===== config.mk =====
export PLATFORM = sky130hd
export DESIGN_NAME = decode_stage
export DESIGN_NICKNAME = d
export VERILOG_FILES = /design/src/rtl/decode_stage.sv
export SDC_FILE = /design/constraint.sdc
export NUM_CORES = 1
export LEC_CHECK = 0
export BUFFER_PORTS_ARGS = -buffer_cell sky130_fd_sc_hd__buf_4
export CAP_MARGIN = 20
export CORE_AREA = 2 2 194 196
export CTS_CLUSTER_SIZE = 24
export DETAILED_ROUTE_END_ITERATION = 12
export DIE_AREA = 0 0 196 198
export GPL_TIMING_DRIVEN = 0
export PLACE_DENSITY = 0.56
export SLEW_MARGIN = 10
export SYNTH_ARGS = -nofsm -noshare
export SYNTH_HDL_FRONTEND = slang
export SYNTH_SLANG_ARGS = --single-unit

===== constraint.sdc =====
create_clock -name clk -period 2.37 [get_ports clk]
set_input_delay 0.474 -clock clk [delete_from_list [all_inputs] [get_ports clk]]
set_output_delay 0.474 -clock clk [all_outputs]
set_load 0.05 [all_outputs]

===== src/rtl/decode_stage.sv =====
// decode_stage: RV32I decode into the execute stage register; writeback bypass under DECODE_WB_BYPASS_EN.
// One-cycle decode-to-execute latency; stall_DE holds fetch on ex_stall or a one-cycle load-use bubble.
module decode_stage #(
  parameter logic [31:0] RESET_PC = 32'h1eceb000
) (
  input  logic        clk,
  input  logic        rst_n,
  input  logic        de_valid,
  input  logic [31:0] de_instr,
  input  logic [31:0] de_pc,
  input  logic [63:0] de_order,
  input  logic        flush,
  input  logic        ex_stall,
  output logic [4:0]  rs1_addr,
  output logic [4:0]  rs2_addr,
  input  logic [31:0] rs1_rdata,
  input  logic [31:0] rs2_rdata,
  input  logic        wb_we,
  input  logic [4:0]  wb_rd,
  input  logic [31:0] wb_data,
  output logic        stall_DE,
  output logic        ex_valid,
  output logic [31:0] ex_pc,
  output logic [31:0] ex_instr,
  output logic [63:0] ex_order,
  output logic [4:0]  ex_rd,
  output logic [4:0]  ex_rs1,
  output logic [4:0]  ex_rs2,
  output logic [2:0]  ex_funct3,
  output logic [6:0]  ex_funct7,
  output logic [6:0]  ex_opcode,
  output logic [31:0] ex_imm,
  output logic [31:0] ex_rs1_data,
  output logic [31:0] ex_rs2_data,
  output logic        ex_is_load,
  output logic        ex_illegal
);

  localparam logic [6:0] OP_LUI    = 7'b0110111;
  localparam logic [6:0] OP_AUIPC  = 7'b0010111;
  localparam logic [6:0] OP_JAL    = 7'b1101111;
  localparam logic [6:0] OP_JALR   = 7'b1100111;
  localparam logic [6:0] OP_BRANCH = 7'b1100011;
  localparam logic [6:0] OP_LOAD   = 7'b0000011;
  localparam logic [6:0] OP_STORE  = 7'b0100011;
  localparam logic [6:0] OP_OPIMM  = 7'b0010011;
  localparam logic [6:0] OP_OP     = 7'b0110011;

  typedef struct packed {
    logic        valid;
    logic [31:0] pc;
    logic [31:0] instr;
    logic [63:0] order;
    logic [4:0]  rd;
    logic [4:0]  rs1;
    logic [4:0]  rs2;
    logic [2:0]  funct3;
    logic [6:0]  funct7;
    logic [6:0]  opcode;
    logic [31:0] imm;
    logic [31:0] rs1_data;
    logic [31:0] rs2_data;
    logic        is_load;
    logic        illegal;
  } ex_t;

  ex_t         ex_q, ex_d, dec;
  logic [6:0]  op;
  logic [31:0] imm;
  logic        legal, use_rs1, use_rs2, load_use;
  logic [31:0] rs1_val, rs2_val;

  assign op       = de_instr[6:0];
  assign rs1_addr = de_instr[19:15];
  assign rs2_addr = de_instr[24:20];

  always_comb begin
    imm     = '0;
    legal   = 1'b1;
    use_rs1 = 1'b0;
    use_rs2 = 1'b0;
    case (op)
      OP_LUI, OP_AUIPC: imm = {de_instr[31:12], 12'b0};
      OP_JAL:    imm = {{12{de_instr[31]}}, de_instr[19:12], de_instr[20], de_instr[30:21], 1'b0};
      OP_JALR, OP_LOAD, OP_OPIMM: begin
        imm     = {{20{de_instr[31]}}, de_instr[31:20]};
        use_rs1 = 1'b1;
      end
      OP_BRANCH: begin
        imm     = {{20{de_instr[31]}}, de_instr[7], de_instr[30:25], de_instr[11:8], 1'b0};
        use_rs1 = 1'b1;
        use_rs2 = 1'b1;
      end
      OP_STORE: begin
        imm     = {{20{de_instr[31]}}, de_instr[31:25], de_instr[11:7]};
        use_rs1 = 1'b1;
        use_rs2 = 1'b1;
      end
      OP_OP: begin
        use_rs1 = 1'b1;
        use_rs2 = 1'b1;
      end
      default: legal = 1'b0;
    endcase
  end

`ifdef DECODE_WB_BYPASS_EN
  assign rs1_val = (wb_we && wb_rd != 5'd0 && wb_rd == rs1_addr) ? wb_data : rs1_rdata;
  assign rs2_val = (wb_we && wb_rd != 5'd0 && wb_rd == rs2_addr) ? wb_data : rs2_rdata;
`else
  logic unused_wb;
  assign unused_wb = ^{wb_we, wb_rd, wb_data};
  assign rs1_val   = rs1_rdata;
  assign rs2_val   = rs2_rdata;
`endif

  always_comb begin
    dec.valid    = de_valid;
    dec.pc       = de_pc;
    dec.instr    = de_instr;
    dec.order    = de_order;
    dec.rd       = de_instr[11:7];
    dec.rs1      = rs1_addr;
    dec.rs2      = rs2_addr;
    dec.funct3   = de_instr[14:12];
    dec.funct7   = de_instr[31:25];
    dec.opcode   = op;
    dec.imm      = imm;
    dec.rs1_data = rs1_val;
    dec.rs2_data = rs2_val;
    dec.is_load  = de_valid && (op == OP_LOAD);
    dec.illegal  = de_valid && !legal;
  end

  // Bubble valid is zero, so a load in ex can only stall the consumer once.
  assign load_use = ex_q.valid && ex_q.is_load && (ex_q.rd != 5'd0) && de_valid &&
                    ((use_rs1 && ex_q.rd == rs1_addr) || (use_rs2 && ex_q.rd == rs2_addr));

  assign stall_DE = rst_n && !flush && (ex_stall || load_use);

  always_comb begin
    ex_d = ex_q;
    if (flush) begin
      ex_d       = dec;
      ex_d.valid = 1'b0;
    end else if (ex_stall) begin
      ex_d = ex_q;
    end else if (load_use) begin
      ex_d       = dec;
      ex_d.valid = 1'b0;
    end else begin
      ex_d = dec;
    end
  end

  always_ff @(posedge clk) begin
    if (!rst_n) begin
      ex_q    <= '0;
      ex_q.pc <= RESET_PC;
    end else begin
      ex_q <= ex_d;
    end
  end

  assign ex_valid    = ex_q.valid;
  assign ex_pc       = ex_q.pc;
  assign ex_instr    = ex_q.instr;
  assign ex_order    = ex_q.order;
  assign ex_rd       = ex_q.rd;
  assign ex_rs1      = ex_q.rs1;
  assign ex_rs2      = ex_q.rs2;
  assign ex_funct3   = ex_q.funct3;
  assign ex_funct7   = ex_q.funct7;
  assign ex_opcode   = ex_q.opcode;
  assign ex_imm      = ex_q.imm;
  assign ex_rs1_data = ex_q.rs1_data;
  assign ex_rs2_data = ex_q.rs2_data;
  assign ex_is_load  = ex_q.is_load;
  assign ex_illegal  = ex_q.illegal;

endmodule


==> summary.md, run 1 <==
| Metric | Value |
|---|---|
| Outcome | complete, but fails checks |
| Failing checks | setup timing |
| RSZ-0062 raised after global routing | true |
| Simple-Gate Fraction of Synth Area | a little over a fifth |
| Ys async rst share | 0% |
| Drt total wl | between 30000 and 40000 µm |
| CP Capture Type | output pin |
| Overall power | ~11 mW |
| Required @ worst endpoint | 1.90 ns |
| Netlist Area Pre-Place | 9060 µm² |
| Leak | between 6 and 7 nW |
| Sequential-to-total area share from yosys stat | approximately 50% |
| Achievable frequency | between 400 and 500 MHz |
| Detail Route Antenna Nets | 0 |
| Fraction of layout cells with a size suffix above 1 | around 38% |
| Drc violations | 0 |
| Clock Path Buffers | 3 |
| Beginning of the worst hold path | de_pc[12] |
| # clock sinks | 227 |
| Final Util | a little under two fifths |
| 1st-iter DRT viols | 269 |
| ANT cells | 0 |
| Clock transition at the registers of the reported paths | ~0.060 ns |
| Avg Synthesized Cell Area | roughly 8.4 µm² |
| Synth warn | 0 |
| Critical path type | flop to output pin |
| Die Span Y | 198 µm |
| Post-synth EDFFs | 0 |
| Clock share of power | 39.7% |
| Largest family of logic cells by synthesized area | simple AND/OR/NAND/NOR gates |
| Synth Area in XOR/XNOR | 0.966% |
| Via Count | about 9000 |
| Initial Util | 24.5% |
| Cts hold-fix bufs | 0 |
| Total GRT Usage | 17.0% |
| Slew margin rel. | 40.3% |
| Total internal power | 7.30 mW |
| Die width | 196 µm |
| Final Setup Violations | 1 |
| VDD IR max | 0.000482 V |
| Pwr dens | 750 nW/µm² |
| Tcrit/Tclk final | 101% |
| Routed len/inst | about 17 µm |
| CTS root buffer | clkbuf_16 |
| CTS Buf Count | 27 |
| Site Rows | slightly above 70 |
| Worst hold slack | 0.147 ns |
| Antenna violations before repair | 1 |
| Setup Skew | 0.00339 ns |
| GP Congestion | ~0.81 |
| Worst slew pin tran | 0.895 ns |
| WP data arrival | 1.93 ns |
| IO Pins | 505 |
| Worst R2R Start | ex_instr[8] |
| First-pass GRT wire length | 51400 µm |
| Vias per cell | 4.34 |
| H-tree depth | 1 |
| Worst Setup Slack, final | -0.0321 ns |
| HP Class | input port to flop |
| Critical Path Fanout Max | 5 |
| CTS tree | built |
| Startpoint types | flop |
| Pre-CTS WS | -0.545 ns |
| Vias in the first global route | 8662 |
| Final Hold Viols | 0 |
| Net count after synthesis | between 1000 and 1500 |
| Dominant synthesized flop cell | dfxtp_1 |
| Power share of the sequential group | 39.3% |
| Slew Limit Fails | 0 |
| Core ar. | ~37000 µm² |
| Syn Inst Count | 1079 |
| Adder-cell share of the synthesized area | 0% |
| Mux contribution to synthesized area | 0% |
| Number of I/O port buffers | 463 |
| Largest net degree at the start of global routing | 14 |
| Post-synth cell types | 47 |
| FF+latch count, synth | between 200 and 250 |
| Synth-to-layout area growth | 55.7% |
| Remaining global-route overflow | 0 |
| Die ar. | 38800 µm² |
| Sw Pwr | 3.28 mW |
| Max-Cap Viols | 0 |
| Router iterations before antenna repair | 5 |
| Post-layout min period | 2.40 ns |
| FILL cells | 3804 |
| Gate power share | 21.0% |
| Setup crit start | ex_instr[7] |
| HPWL Detailed | 26500 µm |
| Synth Area in Compound Gates | 20.4% |
| Sw frac | 31.0% |
| Clk_lat worst skew | 0.53 ns |
| Total Nets Final | 1809 |
[stage by stage]
step	cell area [µm²]	cells	TNS (ns)
5_1_grt	14100	2069	-0.0984
3_3_place_gp	13100	2016	-35.41
2_1_floorplan	9070	1079	0
6_report	14100	2069	-0.0321
4_1_cts	14100	2069	-0.109
3_5_place_dp	13100	2016	-39.53
[Yosys cell counts (all sizes together), types with 2 or more instances]
cell / number / area share, %
and2: 2 / 0.14
dfxtp: 227 / 50
nand4: 2 / 0.14
a21oi: 23 / 1.4
and3: 3 / 0.21
a21boi: 181 / 15
or3: 2 / 0.19
nor2: 8 / 0.33
nor4b: 2 / 0.19
o21ai: 21 / 2.0
nand3: 20 / 1.2
nor3b: 5 / 0.41
xnor2: 10 / 0.97
clkbuf: 66 / 2.7
o21a: 2 / 0.17
a221oi: 5 / 0.48
a31oi: 2 / 0.21
nor2b: 11 / 0.76
buf: 52 / 4.2
nand2: 412 / 17
a22oi: 6 / 0.50
[repair_timing]
action / CTS / global route
endpoints found under the hold margin: 0 / 0
pin swaps: 4 / 5
endpoints found under the setup margin: 1 / 12
setup buffers: 3 / 0
resized for setup: 9 / 9
[kinds of logic (layout without fill, tap and decap cells)]
family | Yosys count | in the layout
buffers and inverters | 119 | 635
XOR/XNOR | 10 | 10
AND/OR/NAND/NOR | 475 | 475
AO/OA/AOI/OAI | 248 | 248
flip-flops | 227 | 227
[placed cells by master, fill, tap and decap left out, drive strengths merged, types with 3 or more instances in the layout]
master,instances
a21boi,181
a21oi,23
a221oi,5
a22oi,6
and3,3
buf,518
clkbuf,104
clkinv,7
dfxtp,227
inv,3
nand2,412
nand3,20
nor2,8
nor2b,11
nor3b,5
o21ai,21
xnor2,10
[power groups by stage]
stage / registers (mW) / clock network [mW] / logic (mW)
2_1_floorplan: 4.95 / 0 / 0.626
3_3_place_gp: 4.23 / 0 / 2.23
3_5_place_dp: 4.24 / 0 / 2.24
4_1_cts: 4.16 / 4.34 / 2.25
5_1_grt: 4.18 / 4.48 / 2.36
6_report: 4.16 / 4.20 / 2.23
[routing by layer]
metal  vias up  GRT usage (%)  share of wire, %
li1       4478              -                 -
met1      4159           20.7                42
met2       310           29.8                49
met3        35           4.75               7.7
met4         0           3.96               1.6
met5         -              0                 0
[critical path, cell delays in order (launching register included)]
cell,delay [ns]
dfxtp_4,0.34
buf_4,0.16
xnor2_1,0.15
nand4_1,0.12
o22ai_2,0.23
a21oi_2,0.07
o21bai_4,0.15
buf_8,0.16
[state kept, by name, summed over array words and instances (netlist names), 32 cells and up]
register,count
ex_order,64
ex_rs1_data,32
ex_pc,32
ex_imm,32
ex_instr,32
ex_rs2_data,32
[final cells by class]
type,count,area (µm²),share of cell area [%]
Clock inverter,12,124,0.878
Clock buffer,38,777,5.51
Buffer,118,632,4.48
Tap cell,474,593,4.20
Inverter,1,3.75,0.0266
Timing Repair Buffer,466,3510,24.8
Sequential cell,227,4560,32.3
Multi-Input combinational cell,733,3920,27.8
[path summary, 6_finish.rpt]
path,slack (ns),end,depth (start not counted)
hold / removal,0.15,ex_pc[12],3
setup reg to reg,0.85,ex_valid,4
hold reg to reg,0.45,ex_imm[30],2
setup / recovery,-0.03,stall_DE,7
Power figures use the tool's default switching activity.
==> run 2: changes to the inputs <==
GPL_ROUTABILITY_DRIVEN = 0   (was default)
GPL_TIMING_DRIVEN = default   (was 0)
==> summary.md, run 2 (synthesis gave the netlist of run 1 again) <==
| Metric | Value |
|---|---|
| Router iterations before antenna repair | 6 (+1) |
| Setup Skew | 0.00650 ns (+0.00311 ns) |
| Max-Cap Viols | 0 (unchanged) |
| Outcome | complete, but fails checks |
| Die Span Y | 198 µm (unchanged) |
| Max reg flops | 64 (unchanged) |
| Site Rows | 71 (unchanged) |
| Clk_lat worst skew | 0.54 ns (about the same) |
| Drt total wl | 31100 µm (-10%) |
| Synth-to-layout area growth | 52.8% |
| Routed len/inst | 15.7 µm (-6.4%) |
| Achievable frequency | 417 MHz (+0.17%) |
| CTS Buf Count | 27 (unchanged) |
| Fraction of layout cells with a size suffix above 1 | 38.7% (+1.1 points) |
| RSZ-0062 raised after global routing | true |
| Initial Util | 24.5% (unchanged) |
| HPWL Detailed | 21800 µm (-18%) |
| Failing checks | setup timing |
| IO Pins | 505 (unchanged) |
| Fin area | 13800 µm² (-1.9%) |
| Vias in the first global route | 8271 (-4.5%) |
| Worst r2r dst | ex_valid |
| Pwr dens | 749 nW/µm² (-0.18%) |
| Final Setup Violations | 1 (unchanged) |
| # clock sinks | 227 (unchanged) |
| Slew margin rel. | 32.1% (-8.2 points) |
| CTS root buffer | clkbuf_16 |
| Reg2Reg Setup Slack | 0.08 ns (-0.77 ns) |
| VDD IR max | 0.000473 V (-1.7%) |
| Tcrit/Tclk final | 101% (-0.17 points) |
| Critical path type | flop to output pin |
| Largest net degree at the start of global routing | 207 (+193) |
| Setup_tns | -0.0281 ns (+0.00401 ns) |
| Critical Path Fanout Max | 4 (-1) |
| Number of I/O port buffers | 466 (+0.65%) |
| Detail Route Antenna Nets | 0 (unchanged) |
| Placement Cell Area | 12800 µm² (-2.7%) |
| Worst R2R Start | ex_instr[7] |
| Hold endpoint | ex_pc[12] |
| Post-layout min period | 2.40 ns (-0.00401 ns) |
| First-pass GRT wire length | 46900 µm (-8.8%) |
| Clock Path Buffers | 3 (unchanged) |
| Startpoint types | flop |
| CTS tree | built |
| Final Hold Viols | 0 (unchanged) |
| CP Capture Type | output pin |
| Die ar. | 38800 µm² (unchanged) |
| Total Nets Final | 1726 (-4.6%) |
| Remaining global-route overflow | 0 (unchanged) |
| Required @ worst endpoint | 1.90 ns (about the same) |
| Slew Limit Fails | 0 (unchanged) |
| Drc violations | 0 (unchanged) |
| FILL cells | 3788 (-0.42%) |
| Most frequent cells in the layout | 490 x buf_4, 412 x nand2_1, 222 x dfxtp_1 |
| Hold path depth | 3 (unchanged) |
| Worst reg-to-reg path cell count | 15 (+11) |
| Total GRT Usage | 15.1% (-1.9 points) |
| Antenna violations before repair | 0 (-1) |
| Pre-CTS WS | -0.0171 ns (+0.528 ns) |
| Clock transition at the registers of the reported paths | 0.06 ns (about the same) |
| H-tree depth | 1 (unchanged) |
| Leak | 6.32 nW (-1.9%) |
| HP Class | input port to flop |
| Via Count | 8627 (-4.0%) |
| Worst slew pin tran | 1.02 ns (+0.123 ns) |
| 1st-iter DRT viols | 259 (-3.7%) |
| Worst hold slack | 0.141 ns (-0.00665 ns) |
| WP data arrival | 1.92 ns (about the same) |
| ANT cells | 0 (unchanged) |
| Core ar. | 37000 µm² (unchanged) |
| Die width | 196 µm (unchanged) |
| Vias per cell | 4.35 (+0.21%) |
| Beginning of the worst hold path | de_pc[12] |
| Commonest non-fill, non-tap cell in the layout | buf_4 |
| Worst Setup Slack, final | -0.0281 ns (+0.00401 ns) |
[run 2: cell types whose count changed in the layout (fill, tap and decap cells not counted), moves of 2 or more]
| cell | delta |
|---|---|
| buf_1 | -4 |
| buf_12 | +7 |
| buf_2 | -2 |
| buf_4 | -18 |
| clkbuf_1 | -60 |
| clkbuf_2 | -2 |
| clkbuf_8 | -2 |
| clkinv_2 | -2 |
| xnor2_1 | -4 |
| xnor2_2 | +4 |
[run 2: worst max-delay path by stage]
| stage | slack (ns) | start | depth (start not counted) | endpoint |
|---|---|---|---|---|
| global placement | -0.02 | de_instr[2] | 7 | stall_DE |
| floorplan | 0.02 | de_instr[2] | 6 | stall_DE |
| CTS | -0.06 | ex_instr[8] | 5 | stall_DE |
| global route | -0.11 | ex_instr[8] | 5 | stall_DE |
| finish | -0.03 | ex_instr[8] | 5 | stall_DE |
| detailed placement | -0.02 | de_instr[2] | 7 | stall_DE |
[run 2: area by class of cell]
class,count,area [µm²],share of cell area (%)
repair buffers,501,3870,27.9
clock inverters,7,88.8,0.642
well taps,474,593,4.28
clock buffers,40,764,5.52
flip-flops and latches,227,4560,32.9
multi-input cells,733,3970,28.7
inverters,1,3.75,0.0271
[run 2: worst max-delay path, cell delays in order, from the launching register on]
cell and delay, ns:
dfxtp_4 0.35, or3_1 0.39, o311a_1 0.34, nand3_2 0.09
o21bai_4 0.06, buf_8 0.15
[run 2: power by group]
part | internal, mW | switching, mW | total [mW]
Sequential | 4.03 | 0.127 | 4.16
Clock | 2.43 | 1.62 | 4.05
Combinational | 0.746 | 1.42 | 2.16
Total | 7.21 | 3.16 | 10.4
[run 2: timing repair]
item,4_1_cts,5_1_grt
buffers inserted,16,0
hold buffers,0,0
resized for setup,13,10
setup endpoints to repair,1,2
pin swaps,8,7
[run 2: per-layer routing]
layer	GRT usage (%)	part of all wire, %	vias to the layer above
li1	-	-	4308
met1	18.5	42	3989
met2	25.6	48	293
met3	4.50	8.0	37
met4	4.15	1.8	0
met5	0	0	-
[run 2: per-stage QoR]
stage                     util (%)  instances  power (mW)
after floorplan                  -       1079        5.58
after global placement        34.6       1921        6.37
after detailed placement      34.6       1921        6.39
after CTS                     37.3       1984        10.5
after global routing          37.5       1983        10.8
final                         37.5       1983        10.4
==> run 3: changes to the inputs <==
TNS_END_PERCENT = 5   (was default)
clock period = 2.45 ns   (was 2.37 ns; I/O delays follow)
==> summary.md, run 3 (synthesis gave the netlist of run 1 again) <==
| Metric | Value |
|---|---|
| Final Util | 37.1% (-0.33 points) |
| Cts hold-fix bufs | 0 (unchanged) |
| Placement Cell Area | 12800 µm² (+0.18%) |
| Overall power | 9.93 mW (-4.3%) |
| Critical path type | input port to output pin |
| Sw Pwr | 3.09 mW (-2.2%) |
| Fin area | 13700 µm² (-0.89%) |
| Tcrit/Tclk final | 98.7% |
| Number of I/O port buffers | 466 (unchanged) |
| Die width | 196 µm (unchanged) |
| Via Count | 8609 (-0.21%) |
| Site Rows | 71 (unchanged) |
| Sw frac | 31.1% (+0.64 points) |
| Routed len/inst | 15.6 µm (-0.55%) |
| Required @ worst endpoint | 1.96 ns (+0.06 ns) |
| Core ar. | 37000 µm² (unchanged) |
| Total GRT Usage | 14.8% (-0.22 points) |
| Slew Limit Fails | 0 (unchanged) |
| Worst slew pin tran | 0.744 ns (-0.274 ns) |
| RSZ-0062 raised after global routing | true |
| Gate power share | 20.9% (about the same) |
| Setup Skew | 0.00359 ns (-0.00292 ns) |
| Detail Route Antenna Nets | 0 (unchanged) |
| Final Setup Violations | 0 (-1) |
| Post-layout min period | 2.42 ns |
| Final std cells w/o fill | 1977 (-0.30%) |
| Clock Path Buffers | 3 (unchanged) |
| 1st-iter DRT viols | 293 (+13%) |
| Pre-CTS WS | 0.00237 ns (+0.0195 ns) |
| Worst hold slack | 0.154 ns (+0.0138 ns) |
| Commonest non-fill, non-tap cell in the layout | buf_4 |
| Initial Util | 24.5% (unchanged) |
| Slowest CP cell | or4_4 |
| Leak | 6.27 nW (-0.93%) |
| # clock sinks | 227 (unchanged) |
| Antenna violations before repair | 0 (unchanged) |
| IO Pins | 505 (unchanged) |
| Clk_lat worst skew | 0.54 ns (about the same) |
| Vias in the first global route | 8291 (+0.24%) |
| H-tree depth | 1 (unchanged) |
| Cells along the critical path | buf_4, or4_4, or2_4, nand2_1, a21oi_1, o21bai_4, buf_8 |
| Register area | 4560 µm² (unchanged) |
| Multi-input logic area | 3930 µm² (-1.2%) |
| Router iterations before antenna repair | 4 (-2) |
| Fraction of layout cells with a size suffix above 1 | 38.3% (-0.38 points) |
| Slew margin rel. | 50.4% (+18 points) |
| Setup_tns | 0 ns (+0.0281 ns) |
| Total internal power | 6.84 mW (-5.1%) |
| CTS tree | built |
| Startpoint types | input port |
| Critical Path Fanout Max | 2 (-2) |
| FILL cells | 3819 (+0.82%) |
| ANT cells | 0 (unchanged) |
| Max-Cap Viols | 0 (unchanged) |
| WP data arrival | 1.93 ns (about the same) |
| First-pass GRT wire length | 46200 µm (-1.4%) |
| Max reg flops | 64 (unchanged) |
| Vias per cell | 4.35 (about the same) |
| HP Class | input port to flop |
| CTS root buffer | clkbuf_16 |
| Achievable frequency | 414 MHz |
| Inst Count DP | 1924 (+0.16%) |
| Total Nets Final | 1718 (-0.46%) |
| Crit path buffers/inverters | 2 (+1) |
| Most frequent cells in the layout | 485 x buf_4, 412 x nand2_1, 222 x dfxtp_1 |
| Pwr dens | 724 nW/µm² (-3.4%) |
| Clock share of power | 38.6% (-0.4 points) |
| Power share of the sequential group | 40.5% (+0.4 points) |
| HPWL Detailed | 22000 µm (+1.0%) |
| Final Hold Viols | 0 (unchanged) |
| Die ar. | 38800 µm² (unchanged) |
| CTS Buf Count | 27 (unchanged) |
| VDD IR max | 0.000520 V (+9.8%) |
| Remaining global-route overflow | 0 (unchanged) |
| Synth-to-layout area growth | 51.4% |
| Clock transition at the registers of the reported paths | 0.06 ns (about the same) |
| Critical path's largest stage delay | 0.54 ns (+0.15 ns) |
| Die Span Y | 198 µm (unchanged) |
| Drc violations | 0 (unchanged) |
| Crit path max-delay family | simple AND/OR/NAND/NOR gates |
| CP Capture Type | output pin |
| Worst Setup Slack, final | 0.0330 ns (+0.0611 ns) |
| Drt total wl | 30900 µm (-0.85%) |
| Largest net degree at the start of global routing | 177 (-14%) |
| Outcome | finished clean |
-- run 3: power by group through the flow --
stage                     clock network, mW  registers [mW]  logic [mW]
after global placement                    0            4.09        2.07
final                                  3.84            4.02        2.07
after CTS                              3.97            4.02        2.09
after detailed placement                  0            4.10        2.08
after floorplan                           0            4.79       0.605
after global routing                   4.11            4.05        2.19
-- run 3: worst register-to-register path, stage by stage (launching register included) --
cell      delay (ns)
dfxtp_4         0.36
or3_1           0.36
o311a_1         0.33
buf_4           0.15
a311oi_1        0.20
a22o_1          0.16
-- run 3: path summary, 6_finish.rpt --
check                            startpoint  slack [ns]    endpoint  cells past startpoint
worst min-delay path              de_pc[19]        0.15   ex_pc[19]                      3
worst max register to register  ex_instr[9]        0.83    ex_valid                      5
worst max-delay path            de_instr[2]        0.03    stall_DE                      7
worst min register to register   ex_imm[23]        0.46  ex_imm[23]                      2
-- run 3: final cells by class --
class,instances,area share [%]
timing repair buffer,493,27.7
inverter,1,0.0274
tap,474,4.32
multi-input combinational,733,28.6
sequential,227,33.2
clock buffer,38,5.73
clock inverter,11,0.447
-- run 3: repair_timing --
item,CTS,global route
gates resized for setup,8,4
pin swaps,3,1
cloned,0,0
endpoints found under the setup margin,1,1
buffers inserted,4,0
-- run 3: metal layers --
| layer | global-route usage, % | routed length, µm | vias up |
|---|---|---|---|
| met2 | 25.5 | 14700 | 300 |
| met5 | 0 | 0 | - |
| met1 | 18.0 | 13000 | 3983 |
| met3 | 4.51 | 2590 | 31 |
| li1 | - | - | 4295 |
| met4 | 3.96 | 539 | 0 |
